## src/rtl/future_seq.sv

```systemverilog
// Control sequencer for the FUTURE full_cir round datapath: accepts a block,
// steps the datapath through NR rounds, captures cip and hands it downstream.
module future_seq #(
    parameter int          NR      = 10,
    parameter logic [63:0] RC_INIT = 64'h1248_2481_4812_8124
) (
    input  logic         clk,
    input  logic         rst_n,
    input  logic         in_valid,
    output logic         in_ready,
    input  logic [63:0]  pt,
    input  logic [127:0] key,
    output logic         out_valid,
    input  logic         out_ready,
    output logic [63:0]  ct,
    input  logic [63:0]  cip,
    output logic         X_en,
    output logic         X_rst,
    output logic         X_sh16,
    output logic         X_sr,
    output logic [63:0]  X_in,
    output logic         K0_en,
    output logic         K0_rst,
    output logic         K1_en,
    output logic         K1_rst,
    output logic         K_sh16,
    output logic         K_sh5,
    output logic [63:0]  K0_in,
    output logic [63:0]  K1_in,
    output logic         RC_en,
    output logic         RC_rst,
    output logic         RC_sh16,
    output logic         RC_sh5,
    output logic [63:0]  RC_in,
    output logic         sm,
    output logic         b0,
    output logic         b1,
    output logic         b2,
    output logic         b3
);

    localparam logic [3:0] NR_L = 4'(NR);

    typedef enum logic [2:0] {
        S_IDLE  = 3'd0,
        S_LOAD  = 3'd1,
        S_ROUND = 3'd2,
        S_CAPT  = 3'd3,
        S_OUT   = 3'd4
    } state_t;

    state_t         state_q, state_d;
    logic [3:0]     rnd_q, rnd_d;
    logic [63:0]    pt_q, pt_d;
    logic [127:0]   key_q, key_d;
    logic [63:0]    ct_q, ct_d;

    always_ff @(posedge clk or negedge rst_n) begin
        if (!rst_n) begin
            state_q <= S_IDLE;
            rnd_q   <= 4'd0;
            pt_q    <= 64'd0;
            key_q   <= 128'd0;
            ct_q    <= 64'd0;
        end else begin
            state_q <= state_d;
            rnd_q   <= rnd_d;
            pt_q    <= pt_d;
            key_q   <= key_d;
            ct_q    <= ct_d;
        end
    end

    always_comb begin
        state_d = state_q;
        rnd_d   = rnd_q;
        pt_d    = pt_q;
        key_d   = key_q;
        ct_d    = ct_q;
        case (state_q)
            S_IDLE: begin
                rnd_d = 4'd0;
                if (in_valid) begin
                    pt_d    = pt;
                    key_d   = key;
                    state_d = S_LOAD;
                end
            end
            S_LOAD: begin
                rnd_d   = 4'd1;
                state_d = S_ROUND;
            end
            S_ROUND: begin
                // The final round hands over to capture; rnd is cleared so it never exceeds NR.
                if (rnd_q >= NR_L) begin
                    rnd_d   = 4'd0;
                    state_d = S_CAPT;
                end else begin
                    rnd_d = rnd_q + 4'd1;
                end
            end
            S_CAPT: begin
                ct_d    = cip;
                state_d = S_OUT;
            end
            S_OUT: begin
                if (out_ready) state_d = S_IDLE;
            end
            default: begin
                rnd_d   = 4'd0;
                state_d = S_IDLE;
            end
        endcase
    end

    always_comb begin
        in_ready  = 1'b0;
        out_valid = 1'b0;
        X_en      = 1'b0;
        X_rst     = 1'b0;
        K0_en     = 1'b0;
        K0_rst    = 1'b0;
        K1_en     = 1'b0;
        K1_rst    = 1'b0;
        K_sh5     = 1'b0;
        RC_en     = 1'b0;
        RC_rst    = 1'b0;
        RC_sh5    = 1'b0;
        sm        = 1'b0;
        case (state_q)
            S_IDLE: in_ready = 1'b1;
            S_LOAD: begin
                X_en   = 1'b1;
                X_rst  = 1'b1;
                K0_en  = 1'b1;
                K0_rst = 1'b1;
                K1_en  = 1'b1;
                K1_rst = 1'b1;
                RC_en  = 1'b1;
                RC_rst = 1'b1;
            end
            S_ROUND: begin
                X_en   = 1'b1;
                K0_en  = 1'b1;
                K1_en  = 1'b1;
                K_sh5  = 1'b1;
                RC_en  = 1'b1;
                RC_sh5 = 1'b1;
                sm     = (rnd_q == NR_L);
            end
            S_OUT:   out_valid = 1'b1;
            default: ;
        endcase
    end

    // Shift-by-16 and inverse controls belong to the decryption sequencer.
    assign X_sh16  = 1'b0;
    assign X_sr    = 1'b0;
    assign K_sh16  = 1'b0;
    assign RC_sh16 = 1'b0;

    assign X_in  = pt_q;
    assign K0_in = key_q[127:64];
    assign K1_in = key_q[63:0];
    assign RC_in = RC_INIT;
    assign ct    = ct_q;
    assign {b3, b2, b1, b0} = rnd_q;

endmodule

```

## config.mk

```make
export PLATFORM = sky130hd
export DESIGN_NAME = future_seq
export DESIGN_NICKNAME = d
export VERILOG_FILES = /design/src/rtl/future_seq.sv
export SDC_FILE = /design/constraint.sdc
export NUM_CORES = 1
export LEC_CHECK = 0
export ABC_AREA = 1
export BUFFER_PORTS_ARGS = -buffer_cell sky130_fd_sc_hd__buf_2
export CELL_PAD_IN_SITES_DETAIL_PLACEMENT = 1
export CELL_PAD_IN_SITES_GLOBAL_PLACEMENT = 1
export CORE_AREA = 4 4 233 235
export CTS_CLUSTER_SIZE = 20
export DETAILED_ROUTE_END_ITERATION = 10
export DIE_AREA = 0 0 237 239
export PLACE_DENSITY_LB_ADDON = 0.1
export REMOVE_ABC_BUFFERS = 1
export SETUP_SLACK_MARGIN = 0.02
export SLEW_MARGIN = 10
export SYNTH_ARGS = -nofsm -noshare
export SYNTH_HDL_FRONTEND = slang
export SYNTH_SLANG_ARGS = --single-unit
```

## constraint.sdc

```tcl
create_clock -name clk -period 1.8 [get_ports clk]
set_input_delay 0.09 -clock clk [delete_from_list [all_inputs] [get_ports clk]]
set_output_delay 0.09 -clock clk [all_outputs]
set_load 0.05 [all_outputs]
```

Yosys cells after proc, flatten, opt, wreduce, memory -nomap -nowiden
Index checks and enable logic that the tools add are counted.
{"block": "op_classes", "add_sub_neg": 1, "n_mul": 0, "div": 0, "magnitude_cmp": 1, "n_eq_ne": 8, "shift": 0, "n_mux": 12, "bitwise_logic": 0, "n_reduce_logical": 5}
{"operator": "$pmux W3 S5", "n": 1}
{"operator": "$pmux W4 S3", "n": 1}
{"operator": "$mux W3", "n": 3}
{"operator": "$eq A3 B2 Y1 const B", "n": 2}
{"operator": "$mux W1", "n": 6}
{"operator": "$ne A2 B2 Y1 const B", "n": 3}
{"operator": "$add A4 B1 Y4 const B", "n": 1}
{"operator": "$eq A4 B4 Y1 const B", "n": 1}
{"operator": "$ge A4 B4 Y1 const B", "n": 1}
{"operator": "$mux W4", "n": 1}
{"operator": "$reduce_or A2 Y1", "n": 2}
{"operator": "$eq A3 B1 Y1 const B", "n": 1}
{"operator": "$eq A3 B3 Y1 const B", "n": 1}
{"operator": "$logic_not A3 Y1", "n": 1}
{"operator": "$reduce_and A3 Y1", "n": 1}
{"operator": "$reduce_and A2 Y1", "n": 1}
{"block": "word_totals", "reg_bits": 263, "latch_bits": 0, "ramBits": 0, "romBits": 0, "word_cells": 32, "mem_count": 0}

Longest topological paths before layout
{"block": "depth", "ltp_word": 3, "ltp_mapped": 8, "ltp_nobuf": 8}

Least setup slack after synthesis
Ideal clock, no wire load.
{"block": "synth_timing", "kind": "register to output", "from": "register state_q[0]", "to": "output K1_en", "t_arrival_ps": 1884, "required_ps": 1710, "setup_slack_ps": -174, "path_stages_with_launch": 5, "n_path_buf": 1, "path_cell_list": "dfrtp_1 -> nor3_4 -> inv_1 -> nand2_1 -> buf_4"}
{"block": "synth_between", "elab_chain_cells": 3, "word_cells_on_any_way": 4, "classes_between": "eq/ne (2); mux (1); reduce/logical (1)"}
{"element": "start: declaration", "line_no": "52", "source": "state_t state_q, state_d;"}
{"element": "start signal: assignment", "line_no": "66", "source": "state_q <= state_d;"}
{"element": "$eq A3 B2 Y1 / $eq A3 B1 Y1 (equally long branches)"}
{"element": "$reduce_or A2 Y1 (no source line) (*)"}
{"element": "$mux W1 (*)"}
{"element": "end: declaration", "line_no": "24", "source": "output logic K1_en,"}
Mark *: on every way between the ends. The rest lies on a longest branch, timed or not.

Final worst setup path
{"block": "layout_timing", "from": "register state_q[0]", "to": "output K0_en"}
{"block": "layout_between", "elab_chain_cells": 3, "word_cells_on_any_way": 4, "classes_between": "eq/ne (2); mux (1); reduce/logical (1)"}
{"element": "$eq A3 B2 Y1 / $eq A3 B1 Y1 (equally long branches)", "line_no": "130", "source": "case (state_q)"}
{"element": "$reduce_or A2 Y1 (no source line) (*)"}
{"element": "$mux W1 (*)", "line_no": "130"}
{"element": "end: declaration", "line_no": "22", "source": "output logic K0_en,"}
Marks and branches as above.

==> summary.txt <==
Synth
  • Synth Instances: 1,236
  • Top cell type's share of synthesized area: 0.598
  • Yosys warns: 0
  • Yosys cell types: 19
  • Synthesized area per cell: 8.90 um^2
  • Synth top area cells: dfrtp_1 60%, nand2_1 16%, nand3_1 9.1%
  • Synth Register Bits: 263
  • Synth area leader: dfrtp_1
  • Register area share after synthesis: 0.598
  • Post-Syn Area: around 11,000 um^2

Floorplanning
  • Chip height: 239 um
  • Initial Util: 0.211
  • Chip Width: 237 um
  • Row count: between 80 and 90
  • Core area: 52,200 um^2
  • Area of the die: 56,600 um^2
  • Io pins: 601

Setup path
  • Crit path required time: about 1.7 ns
  • CP max FO: 4
  • Crit path arrival time: 1.62 ns
  • Worst setup EP type: primary output
  • Element type at the critical path start: register
  • Critical path class: register to primary output

Timing
  • Period minus WS final: 1.71 ns
  • Count of pins over their slew limit: 0
  • Worst-Margin Slew: 0.516 ns
  • # setup viols final: 0
  • RSZ-0062 raised after global routing: yes
  • Fmax: 0.585 GHz
  • Final Hold Fails: 0
  • Setup ws final: 0.0902 ns
  • Max-Slew Margin vs Limit: 0.656
  • Clock Skews: about 0.015 ns
  • Tcrit/Tclk final: 0.950

Finish
  • Final core occ: 0.355
  • Register area: 6590 um^2
  • Multi-input logic area: 3520 um^2
  • Layout cells sized above 1: 0.319
  • Final net count: 2,295
  • FILL cells: 6,207
  • P&R area growth vs syn: 68.5%

Clock tree
  • Clock Sinks: 263
  • CTS tree: done
  • Root buffer selected by CTS: clkbuf_16
  • H-tree depth: 2
  • CTS max path bufs: 3
  • Clk Latency, worst-skew pair: 0.53 ns
  • CTS buffer count: 36
  • Clock-pin slew on the worst setup and hold paths: 0.06 ns

Routing
  • Starting DRC count in detailed routing: about 480
  • DRT Wirelength: 50,700 um
  • WL/cell: 18.5 um
  • Via count: 11,100
  • Post-DRT Antenna Nets: 0
  • TritonRoute pass-1 iters: 4
  • Vias per cell: 4.06
  • Post-route DRC: 0

Placement
  • GPL Wtd Cong: about 0.75
  • Pre-CTS setup slack: about 0.19 ns
  • Detailed Place HPWL: ~33,000 um
  • IO buf count: 532

Global route
  • Gr usage total: 0.162
  • GRT overflow: 0
  • First-pass GRT wire length: 72,700 um
  • Initial antenna violation count: 2
  • Largest net degree at the start of global routing: 91
  • Vias in the first global route: 12,100

Power and ir drop
  • LEAKAGE: 10.2 nW
  • Power per cell area: 2180 nW/um^2
  • IR drop worst, VDD: 1.54 mV

Run
  • Max-Cap Viols: 0

Outcome
  • Status: complete, no violations

Min path
  • HP Class: input port to async pin
-- cell families (layout without fill, tap and decap cells) --
| family | after synthesis | after routing | synth area share |
|---|---|---|---|
| compound gates | 66 | 66 | 0.0303 |
| xor+xnor | 1 | 1 | 0.000797 |
| fa+ha+maj | 2 | 2 | 0.00228 |
| buf+inv | 228 | 980 | 0.112 |
| flops | 263 | 263 | 0.598 |
| other cells | 2 | 69 | 0.000683 |
| simple gates | 674 | 676 | 0.256 |
-- report_power, final --
group          switching, mW  total [mW]  internal, mW  leakage, nW
Sequential              1.47        10.2          8.76         3.26
Combinational           17.6        23.1          5.54         6.37
Clock                   2.76        7.10          4.35        0.574
-- cell usage after synthesis --
master / instances
nand2_1: 465
dfrtp_1: 263
nand3_1: 200
buf_4: 86
inv_1: 74
o21ai_0: 65
buf_2: 40
clkbuf_1: 27
nor2_1: 3
conb_1: 2
ha_1: 2
nand3b_1: 2
inv_2: 1
nand4_1: 1
nor2_2: 1
nor2_4: 1
nor3_4: 1
o21bai_1: 1
xor2_1: 1
-- per-layer routing --
| layer | up-vias | wire length (um) | track usage |
|---|---|---|---|
| li1 | 5335 | - | - |
| met3 | 65 | 3740 | 0.0502 |
| met2 | 384 | 24200 | 0.271 |
| met4 | 2 | 1090 | 0.0444 |
| met5 | - | 13 | 0 |
| met1 | 5351 | 21700 | 0.204 |
-- layout by cell type, fill, tap and decap left out, types with 11 or more instances in the layout --
master,instances
buf_2,517
nand2_1,463
dfrtp_1,260
dlygate4sd3_1,259
nand3_1,198
inv_1,70
conb_1,68
o21ai_0,65
clkbuf_16,43
buf_4,27
buf_12,15
buf_6,12
clkbuf_8,11
-- path summary, 6_finish.rpt --
| kind | depth (start not counted) | end | slack [ns] | start |
|---|---|---|---|---|
| worst max-delay path | 5 | K0_en | 0.09 | state_q[0] |
| worst min-delay path | 2 | key_q[43] | 0.1 | rst_n |
| worst max register to register | 9 | key_q[19] | 0.14 | state_q[2] |
| worst min register to register | 2 | key_q[30] | 0.46 | key_q[30] |
| max in group asynchronous | 3 | ct[10] | 0.99 | rst_n |
| min in group clk | 4 | X_in[43] | 0.33 | pt[43] |
-- final cells by class --
cell class / count / area share
sequential: 263 / 0.355
timing repair buffer: 844 / 0.330
multi-input combinational: 813 / 0.190
clock buffer: 55 / 0.0596
tap: 688 / 0.0465
inverter: 75 / 0.0152
clock inverter: 6 / 0.00331
antenna: 1 / 0.000135
-- flip-flops by register name (all words and copies together) (netlist names) --
signal	flops
ct	64
state_q	3
X_in	64
rnd_q	4
key_q	128
-- worst max-delay path: stages, from the launching register on --
cell and delay, ns:
dfrtp_1 0.40, buf_6 0.14, nor3_4 0.15, inv_2 0.09, nand2_4 0.15, buf_8 0.16
-- what timing repair did --
item | in CTS | in global routing
buffers inserted | 7 | 2
endpoints found under the hold margin | 500 | 0
pin swaps | 2 | 1
hold buffers | 259 | 0
gates cloned | 0 | 15
resized for setup | 33 | 16
setup endpoints to repair | 13 | 177
-- through the flow --
stage                     instances  hold WS, ns  TNS [ns]  area (um^2)  total power [mW]
after floorplan                1149       -0.206  -1113.25        10300              24.6
after global placement         2401       0.0822         0        14300              31.6
after detailed placement       2401       0.0839         0        14300              31.8
after CTS                      2727       0.0889         0        18200              40.2
after global routing           2744        0.120   -0.0344        18500              42.9
final                          2745       0.0992         0        18500              40.5
Power figures use the tool's default switching activity.
